## src/rtl/flow_ctrl_fsm.sv

```systemverilog
// Flow-control FSM: watches FIFO status flags and drives per-channel pause/continue
// to upstream sources, with resume hysteresis and error-source capture.
module flow_ctrl_fsm #(
  parameter int NUM_FIFO       = 5,
  parameter int NUM_CTRL       = 4,
  parameter int RESUME_DLY     = 3,
  parameter int PER_CHAN_PAUSE = 1
) (
  input  logic                clk,
  input  logic                rst,
  input  logic                start,
  input  logic                clear_err,
  input  logic [NUM_FIFO-1:0] almost_full,
  input  logic [NUM_FIFO-1:0] full,
  input  logic [NUM_FIFO-1:0] empty,
  output logic [NUM_CTRL-1:0] pausa,
  output logic [NUM_CTRL-1:0] continuar,
  output logic                idle,
  output logic                error_full,
  output logic [NUM_FIFO-1:0] err_src,
  output logic [7:0]          err_cnt,
  output logic [2:0]          state
);

  typedef enum logic [2:0] {
    S_INIT   = 3'd0,
    S_IDLE   = 3'd1,
    S_ACTIVE = 3'd2,
    S_PAUSE  = 3'd3,
    S_ERROR  = 3'd4
  } state_t;

  localparam logic [7:0] DLY = 8'(RESUME_DLY);

  state_t              cur_q;
  state_t              nxt;
  logic [7:0]          resume_cnt;
  logic [7:0]          cnt_nxt;
  logic [NUM_CTRL-1:0] ch_latch;
  logic [NUM_CTRL-1:0] ch_latch_nxt;
  logic                ds_latch;
  logic                ds_latch_nxt;
  logic                ds_hit;
  logic [NUM_CTRL-1:0] pause_vec;
  logic [NUM_FIFO-1:0] src_nxt;
  logic                any_full;
  logic                any_af;
  logic                all_empty;

  assign any_full  = |full;
  assign any_af    = |almost_full;
  assign all_empty = &empty;
  assign state     = cur_q;

  // Downstream FIFOs are the indices above the per-channel range.
  always_comb begin
    ds_hit = 1'b0;
    for (int i = NUM_CTRL; i < NUM_FIFO; i++) ds_hit = ds_hit | almost_full[i];
  end

  always_comb begin
    nxt     = cur_q;
    cnt_nxt = 8'd0;
    case (cur_q)
      S_INIT:   if (start) nxt = S_IDLE;
      S_IDLE: begin
        if (any_full)        nxt = S_ERROR;
        else if (!all_empty) nxt = S_ACTIVE;
      end
      S_ACTIVE: begin
        if (any_full)       nxt = S_ERROR;
        else if (any_af)    nxt = S_PAUSE;
        else if (all_empty) nxt = S_IDLE;
      end
      S_PAUSE: begin
        if (any_full)                     nxt = S_ERROR;
        else if (any_af)                  cnt_nxt = 8'd0;
        else if (resume_cnt + 8'd1 == DLY) nxt = S_ACTIVE;
        else                              cnt_nxt = resume_cnt + 8'd1;
      end
      S_ERROR:  if (clear_err && !any_full) nxt = S_IDLE;
      default:  nxt = S_INIT;
    endcase
  end

  // Sticky pause sources live only for the duration of one PAUSE visit.
  always_comb begin
    ch_latch_nxt = '0;
    ds_latch_nxt = 1'b0;
    if (nxt == S_PAUSE) begin
      ch_latch_nxt = ((cur_q == S_PAUSE) ? ch_latch : '0) | almost_full[NUM_CTRL-1:0];
      ds_latch_nxt = ((cur_q == S_PAUSE) && ds_latch) || ds_hit;
    end
    if (PER_CHAN_PAUSE == 0 || ds_latch_nxt) pause_vec = '1;
    else                                     pause_vec = ch_latch_nxt;
    src_nxt = '0;
    if (nxt == S_ERROR) src_nxt = ((cur_q == S_ERROR) ? err_src : '0) | full;
  end

  always_ff @(posedge clk) begin
    if (rst) begin
      cur_q      <= S_INIT;
      resume_cnt <= 8'd0;
      ch_latch   <= '0;
      ds_latch   <= 1'b0;
      err_src    <= '0;
      err_cnt    <= 8'd0;
      pausa      <= '0;
      continuar  <= '0;
      idle       <= 1'b0;
      error_full <= 1'b0;
    end else begin
      cur_q      <= nxt;
      resume_cnt <= cnt_nxt;
      ch_latch   <= ch_latch_nxt;
      ds_latch   <= ds_latch_nxt;
      err_src    <= src_nxt;
      if (nxt == S_ERROR && cur_q != S_ERROR && err_cnt != 8'hFF) err_cnt <= err_cnt + 8'd1;
      idle       <= (nxt == S_IDLE);
      error_full <= (nxt == S_ERROR);
      case (nxt)
        S_IDLE, S_ACTIVE: begin
          pausa     <= '0;
          continuar <= '1;
        end
        S_PAUSE: begin
          pausa     <= pause_vec;
          continuar <= ~pause_vec;
        end
        S_ERROR: begin
          pausa     <= '1;
          continuar <= '0;
        end
        default: begin
          pausa     <= '0;
          continuar <= '0;
        end
      endcase
    end
  end

endmodule
```

## config.mk

```make
export PLATFORM = sky130hd
export DESIGN_NAME = flow_ctrl_fsm
export DESIGN_NICKNAME = d
export VERILOG_FILES = /design/src/rtl/flow_ctrl_fsm.sv
export SDC_FILE = /design/constraint.sdc
export NUM_CORES = 1
export LEC_CHECK = 0
export CORE_MARGIN = 3
export CORE_UTILIZATION = 50
export DETAILED_ROUTE_END_ITERATION = 12
export PLACE_DENSITY = 0.85
export SYNTH_ARGS = -nofsm -noshare
export SYNTH_HDL_FRONTEND = slang
export SYNTH_SLANG_ARGS = --single-unit
export TNS_END_PERCENT = 100
```

## constraint.sdc

```tcl
create_clock -name clk -period 3.3 [get_ports clk]
set_input_delay 0.66 -clock clk [delete_from_list [all_inputs] [get_ports clk]]
set_output_delay 0.66 -clock clk [all_outputs]
set_load 0.05 [all_outputs]
```

==> impl_metrics.json, run 1 <==
{
  "core_area_mm2": 0.003178,
  "synth_top_area_cell": "dfxtp_1",
  "cpMaxStageDelayCell": "or4_4",
  "hold_path.class": "flop to flop",
  "cp.arrival_ns": 2.97,
  "cts_resized": 0,
  "path_delay_family": "simple AND/OR/NAND/NOR gates",
  "rsz0062_at_grt": "false",
  "p_sw_frac": 0.2623,
  "setup_tns_ns": 0,
  "grt_usage": 0.1887,
  "clkLatencyLatePin_ns": 0.34,
  "dieArea_mm2": 0.004189,
  "clkSinkCount": 39,
  "status": "finished, final reports clean",
  "r2r_slack_ns": 1.13,
  "p_clk_frac": 0.334,
  "synth_seq_area_share": 0.4528,
  "finalCritPeriodShare": 0.8219,
  "seqPwrFrac": 0.501,
  "synth_area_leaders": "dfxtp_1 45%, nor2_1 7.6%, xor2_1 4.6%, a21oi_1 4.1%, nor3_1 3.8%",
  "area.growth.synth_to_final_pct": 31.71,
  "maxSlewHeadroom": 0.4351,
  "drtAntennaViolNets": 0,
  "cts_buffers": 5,
  "final_cell_mix": "44 x clkdlybuf4s50_1, 39 x dfxtp_1, 35 x nor2_1, 14 x a21oi_1, 13 x nor3_1",
  "multiInputGateArea_um2": 889.6,
  "ir_worst_vdd_uv": 310.2,
  "hold_viol": 0,
  "drtIter0Drc": 124,
  "avgRoutedWirePerCell_um": 13.19,
  "synth_seq_cells": 39,
  "grt_overflow": 0,
  "skew_ns": 0.008241,
  "mostFrequentLayoutCell": "clkdlybuf4s50_1",
  "port_buffers": 44,
  "synth_top_area_share": 0.4528,
  "drc": 0,
  "syn-cell-area_mm2": 0.001724,
  "maxCapViolations": 0,
  "syn_inst": 190,
  "max_stage_delay_ns": 0.55,
  "synth.net_count": 212,
  "boundaryPins": 45,
  "slew_viol_final": 0,
  "worstPathCellList": "clkdlybuf4s50_1, or4_4, or3_4, nor3_1, nand2b_1, o31ai_1",
  "viasPerCell": 5.441,
  "hold_buffers": 0,
  "avgSynthCellArea_um2": 9.074,
  "clk_path_buf_depth": 2,
  "path_max_fanout": 9,
  "cts_tree": "yes",
  "row_count": 20,
  "grt_pass1_wl_mm": 6.189,
  "end_kind": "flop",
  "firstDrtPassIters": 4,
  "crit_buf_inv": 1,
  "min_from": "resume_cnt[0]",
  "worst_slew_pin_slew_ns": 0.8368,
  "die_width_um": 64.72,
  "clk_pin_slew_worst_paths_ns": 0.12,
  "pwr-share-comb": 0.165,
  "p_int_uw": 730.6,
  "crit_type": "primary input to flop",
  "initial_core_util": 0.5425,
  "postCtsSetupBuffers": 0,
  "layout.nets": 256,
  "diodes": 0,
  "r2r_start": "resume_cnt[0]",
  "die_y_um": 64.72,
  "grt_pass1_vias": 1390,
  "place_congestion": 0.7816,
  "yosysWarnings": 0,
  "period_needed_ns": 2.712,
  "crit_path_start_kind": "primary input",
  "synthDistinctLibCells": 41,
  "cp.required_ns": 3.56,
  "cts-root-buf": "clkbuf_4",
  "total_power_uw": 990.3,
  "seqCellArea_um2": 780.7,
  "fill_cells": 278,
  "hold_end": "resume_cnt[0]",
  "hold_depth": 1,
  "reg2reg_depth": 6,
  "power.density_mw_per_mm2": 436.1,
  "wirelength_mm": 3.680,
  "htree_levels": 2,
  "grt_max_degree": 16,
  "num_vias": 1518,
  "finalSetupViolCount": 0,
  "hpwlAfterDp_mm": 2.797,
  "antenna_found_initial": 0,
  "power_leakage_uw": 0.0008179,
  "fmax_ghz": 0.3687,
  "p_sw_uw": 259.8,
  "r2r_end": "resume_cnt[3]",
  "drive_gt1_frac": 0.08936
}
flip-flops by register name, indices dropped and copies added, names as in the netlist, 3 cells and up:
| name | count |
|---|---|
| ch_latch | 4 |
| continuar | 4 |
| err_cnt | 8 |
| err_src | 5 |
| pausa | 4 |
| resume_cnt | 8 |
| state | 3 |
power by group through the flow:
stage / logic [uW] / registers [uW] / clock network, uW
2_1_floorplan: 48.6 / 560 / 0
3_3_place_gp: 162 / 507 / 0
3_5_place_dp: 163 / 507 / 0
4_1_cts: 164 / 497 / 337
5_1_grt: 174 / 499 / 355
6_report: 163 / 497 / 331
per-layer routing:
layer | vias to the layer above | global-route usage | part of all wire
met3 | 6 | 0.04159 | 0.039
met4 | 0 | 0.07124 | 0.020
li1 | 765 | - | -
met2 | 31 | 0.3142 | 0.49
met1 | 716 | 0.2373 | 0.45
met5 | - | 0 | 0
cell families (layout without fill, tap and decap cells):
kind of cell / Yosys count / count (layout) / synth area share
compound gates: 35 / 35 / 0.1611
xor+xnor: 14 / 14 / 0.07112
fa+ha+maj: 3 / 3 / 0.02177
buf+inv: 12 / 57 / 0.03120
flops: 39 / 39 / 0.4528
mux: 1 / 1 / 0.005806
simple gates: 86 / 86 / 0.2562
worst reg2reg max path, cell delays in order, from the launching register on:
cell      delay (ns)
dfxtp_1         0.38
ha_1            0.28
and3_1          0.20
nor4_1          0.18
o21ai_0         0.16
o311ai_0        0.73
nor2_1          0.11
cells in the mapped netlist (all sizes together):
cell / count
nand4: 10
clkbuf: 5
nand2b: 1
o31ai: 5
inv: 5
dfxtp: 39
or2: 3
xor2: 9
nor3b: 1
nand2: 5
nand3b: 2
a311oi: 2
a221oi: 1
xnor2: 5
ha: 3
o21a: 2
a21oi: 14
nor4: 2
nor2: 35
mux2i: 1
nand3: 1
or4: 1
nor2b: 2
buf: 2
and2: 2
and3: 4
and4: 1
a31o: 1
or3: 3
a31oi: 2
o31a: 3
a211o: 1
o311ai: 1
o21ai: 2
a2bb2oi: 1
nor3: 13
layout make-up:
class	count	share of cell area
multi-input cells	139	0.3917
flip-flops and latches	39	0.3438
repair buffers	44	0.1939
well taps	44	0.02424
clock buffers	6	0.02259
clock inverters	2	0.01543
inverters	5	0.008264
how the worst max path moves through the flow:
stage,startpoint,cells after the start,endpoint
global route,full[0],6,pausa[0]
floorplan,full[0],7,pausa[2]
detailed placement,full[0],6,pausa[0]
finish,full[0],6,pausa[0]
CTS,full[0],6,pausa[0]
global placement,full[0],6,pausa[0]
through the flow:
step | hold slack (ns) | utilization | setup slack [ns] | area [um2] | cells
6_report | 0.5094 | 0.7146 | 0.5879 | 2271 | 279
5_1_grt | 0.5375 | 0.7146 | 0.4478 | 2271 | 279
3_3_place_gp | 0.4709 | 0.6874 | 0.3626 | 2185 | 271
2_1_floorplan | 0.4489 | - | 0.8386 | 1724 | 190
4_1_cts | 0.5134 | 0.7146 | 0.6267 | 2271 | 279
3_5_place_dp | 0.4867 | 0.6874 | 0.2698 | 2185 | 271
No activity file was read; power rests on OpenSTA's default activity.
==> run 2, diff against run 1 <==
CORE_UTILIZATION = 48   (was 50)
PLACE_DENSITY = 0.82   (was 0.85)
clock period = 2.6 ns   (was 3.3 ns; I/O delays follow)
==> impl_metrics.json, run 2 (synthesis results as in run 1) <==
{
  "cts-root-buf": "clkbuf_4",
  "wirelength_mm": 3.833,
  "reg_top3": "err_cnt x8, resume_cnt x8, err_src x5",
  "cp.arrival_ns": 2.71,
  "ir_worst_vdd_uv": 373.0,
  "worst_slew_pin_slew_ns": 0.8016,
  "setup_tns_ns": 0,
  "postCtsSetupBuffers": 0,
  "rsz0062_at_grt": "false",
  "drc": 0,
  "hpwlAfterDp_mm": 2.937,
  "crit_path_start_kind": "primary input",
  "viasPerCell": 5.372,
  "path_max_fanout": 13,
  "mostFrequentLayoutCell": "clkdlybuf4s50_1",
  "die_y_um": 65.94,
  "hold_buffers": 0,
  "fill_cells": 266,
  "fin_area_mm2": 0.002308,
  "finalSetupViolCount": 0,
  "skew_ns": 0.007462,
  "p_clk_frac": 0.295,
  "diodes": 0,
  "avgRoutedWirePerCell_um": 13.31,
  "antenna_found_initial": 0,
  "cts_resized": 0,
  "period_needed_ns": 2.433,
  "wl_met3_um": 230,
  "hold_viol": 0,
  "area.growth.synth_to_final_pct": 33.89,
  "drive_gt1_frac": 0.1116,
  "pwr-share-comb": 0.177,
  "row_count": 21,
  "final_cell_mix": "44 x clkdlybuf4s50_1, 39 x dfxtp_1, 35 x nor2_1, 14 x a21oi_1, 13 x nor3_1",
  "core_area_mm2": 0.003390,
  "grt_max_degree": 16,
  "boundaryPins": 45,
  "fmax_ghz": 0.4111,
  "highest_layer": "met4",
  "cp.required_ns": 2.88,
  "status": "finished, final reports clean",
  "met1_length_mm": 1.764,
  "power_leakage_uw": 0.0008411,
  "initial_core_util": 0.5087,
  "dr_wl_met2_mm": 1.781,
  "drtAntennaViolNets": 0,
  "maxCapViolations": 0,
  "seqPwrFrac": 0.528,
  "slew_viol_final": 0,
  "grt_usage": 0.1979,
  "seqCellArea_um2": 780.7,
  "finalCritPeriodShare": 0.9356,
  "postPlaceCellArea_mm2": 0.002240,
  "layout.nets": 263,
  "grt_pass1_wl_mm": 6.575,
  "multiInputGateArea_um2": 889.6,
  "grt_pass1_vias": 1452,
  "grt_overflow": 0,
  "end_kind": "flop",
  "crit_type": "primary input to flop",
  "die_width_um": 65.94,
  "port_buffers": 44,
  "clk_path_buf_depth": 2,
  "place_congestion": 0.8345,
  "power.density_mw_per_mm2": 517.8,
  "clkSinkCount": 39,
  "maxSlewHeadroom": 0.4588,
  "htree_levels": 2,
  "firstDrtPassIters": 4,
  "fin_util": 0.6811,
  "cts_buffers": 5,
  "hold_path.class": "flop to flop",
  "p_int_uw": 862.7,
  "whs_ns": 0.5062,
  "clkLatencyLatePin_ns": 0.35,
  "p_sw_uw": 332.5,
  "clk_pin_slew_worst_paths_ns": 0.11,
  "num_vias": 1547,
  "dieArea_mm2": 0.004347,
  "drtIter0Drc": 90,
  "p_sw_frac": 0.2782,
  "cts_tree": "yes"
}
-- run 2: cell count changes in the layout (fill, tap and decap cells not counted), sizes merged --
cell	change
clkbuf	+2
bufinv	-1
buf	+7
clkinv	-1
-- run 2: final cells by class --
class,count,share of cell area
well taps,46,0.02493
flip-flops and latches,39,0.3382
clock buffers,8,0.02981
multi-input cells,139,0.3854
inverters,5,0.008130
repair buffers,51,0.2136
-- run 2: critical path, stage by stage --
cell and delay, ns:
clkdlybuf4s50_1 0.42, or4_4 0.54, or3_4 0.37, a311oi_2 0.27, a221oi_2 0.08, o21a_4 0.19
buf_4 0.15, nor3_1 0.16
-- run 2: power groups by stage --
stage,Combinational [uW],Sequential (uW),Clock (uW)
final,212,631,353
after global routing,224,633,393
after CTS,212,631,358
after detailed placement,212,644,0
after global placement,210,644,0
after floorplan,61.7,710,0
-- run 2: worst paths after layout --
kind	startpoint	to	cells past startpoint	slack (ns)
setup / recovery	full[0]	ch_latch[2]	8	0.17
setup reg to reg	resume_cnt[0]	resume_cnt[3]	6	0.48
hold / removal	err_src[2]	err_src[2]	2	0.51
hold reg to reg	err_src[2]	err_src[2]	2	0.51
-- run 2: stage by stage --
stage / std cells / worst slack, ns / total power (uW)
3_5_place_dp: 280 / -0.2195 / 856.5
6_report: 288 / 0.1674 / 1195
4_1_cts: 288 / 0.1615 / 1201
5_1_grt: 288 / 0.07175 / 1251
2_1_floorplan: 190 / 0.2786 / 772.1
3_3_place_gp: 280 / -0.1764 / 854.8
-- run 2: layer usage --
layer	up-vias	global-route usage
li1	777	-
met2	33	0.3179
met5	-	0
met3	8	0.07823
met4	0	0.06853
met1	729	0.2397
==> run 3, diff against run 2 <==
ABC_CLOCK_PERIOD_IN_PS = 2600   (was unset)
==> results of run 3 <==
The final DEF is identical to that of run 2; final timing and power are the same.
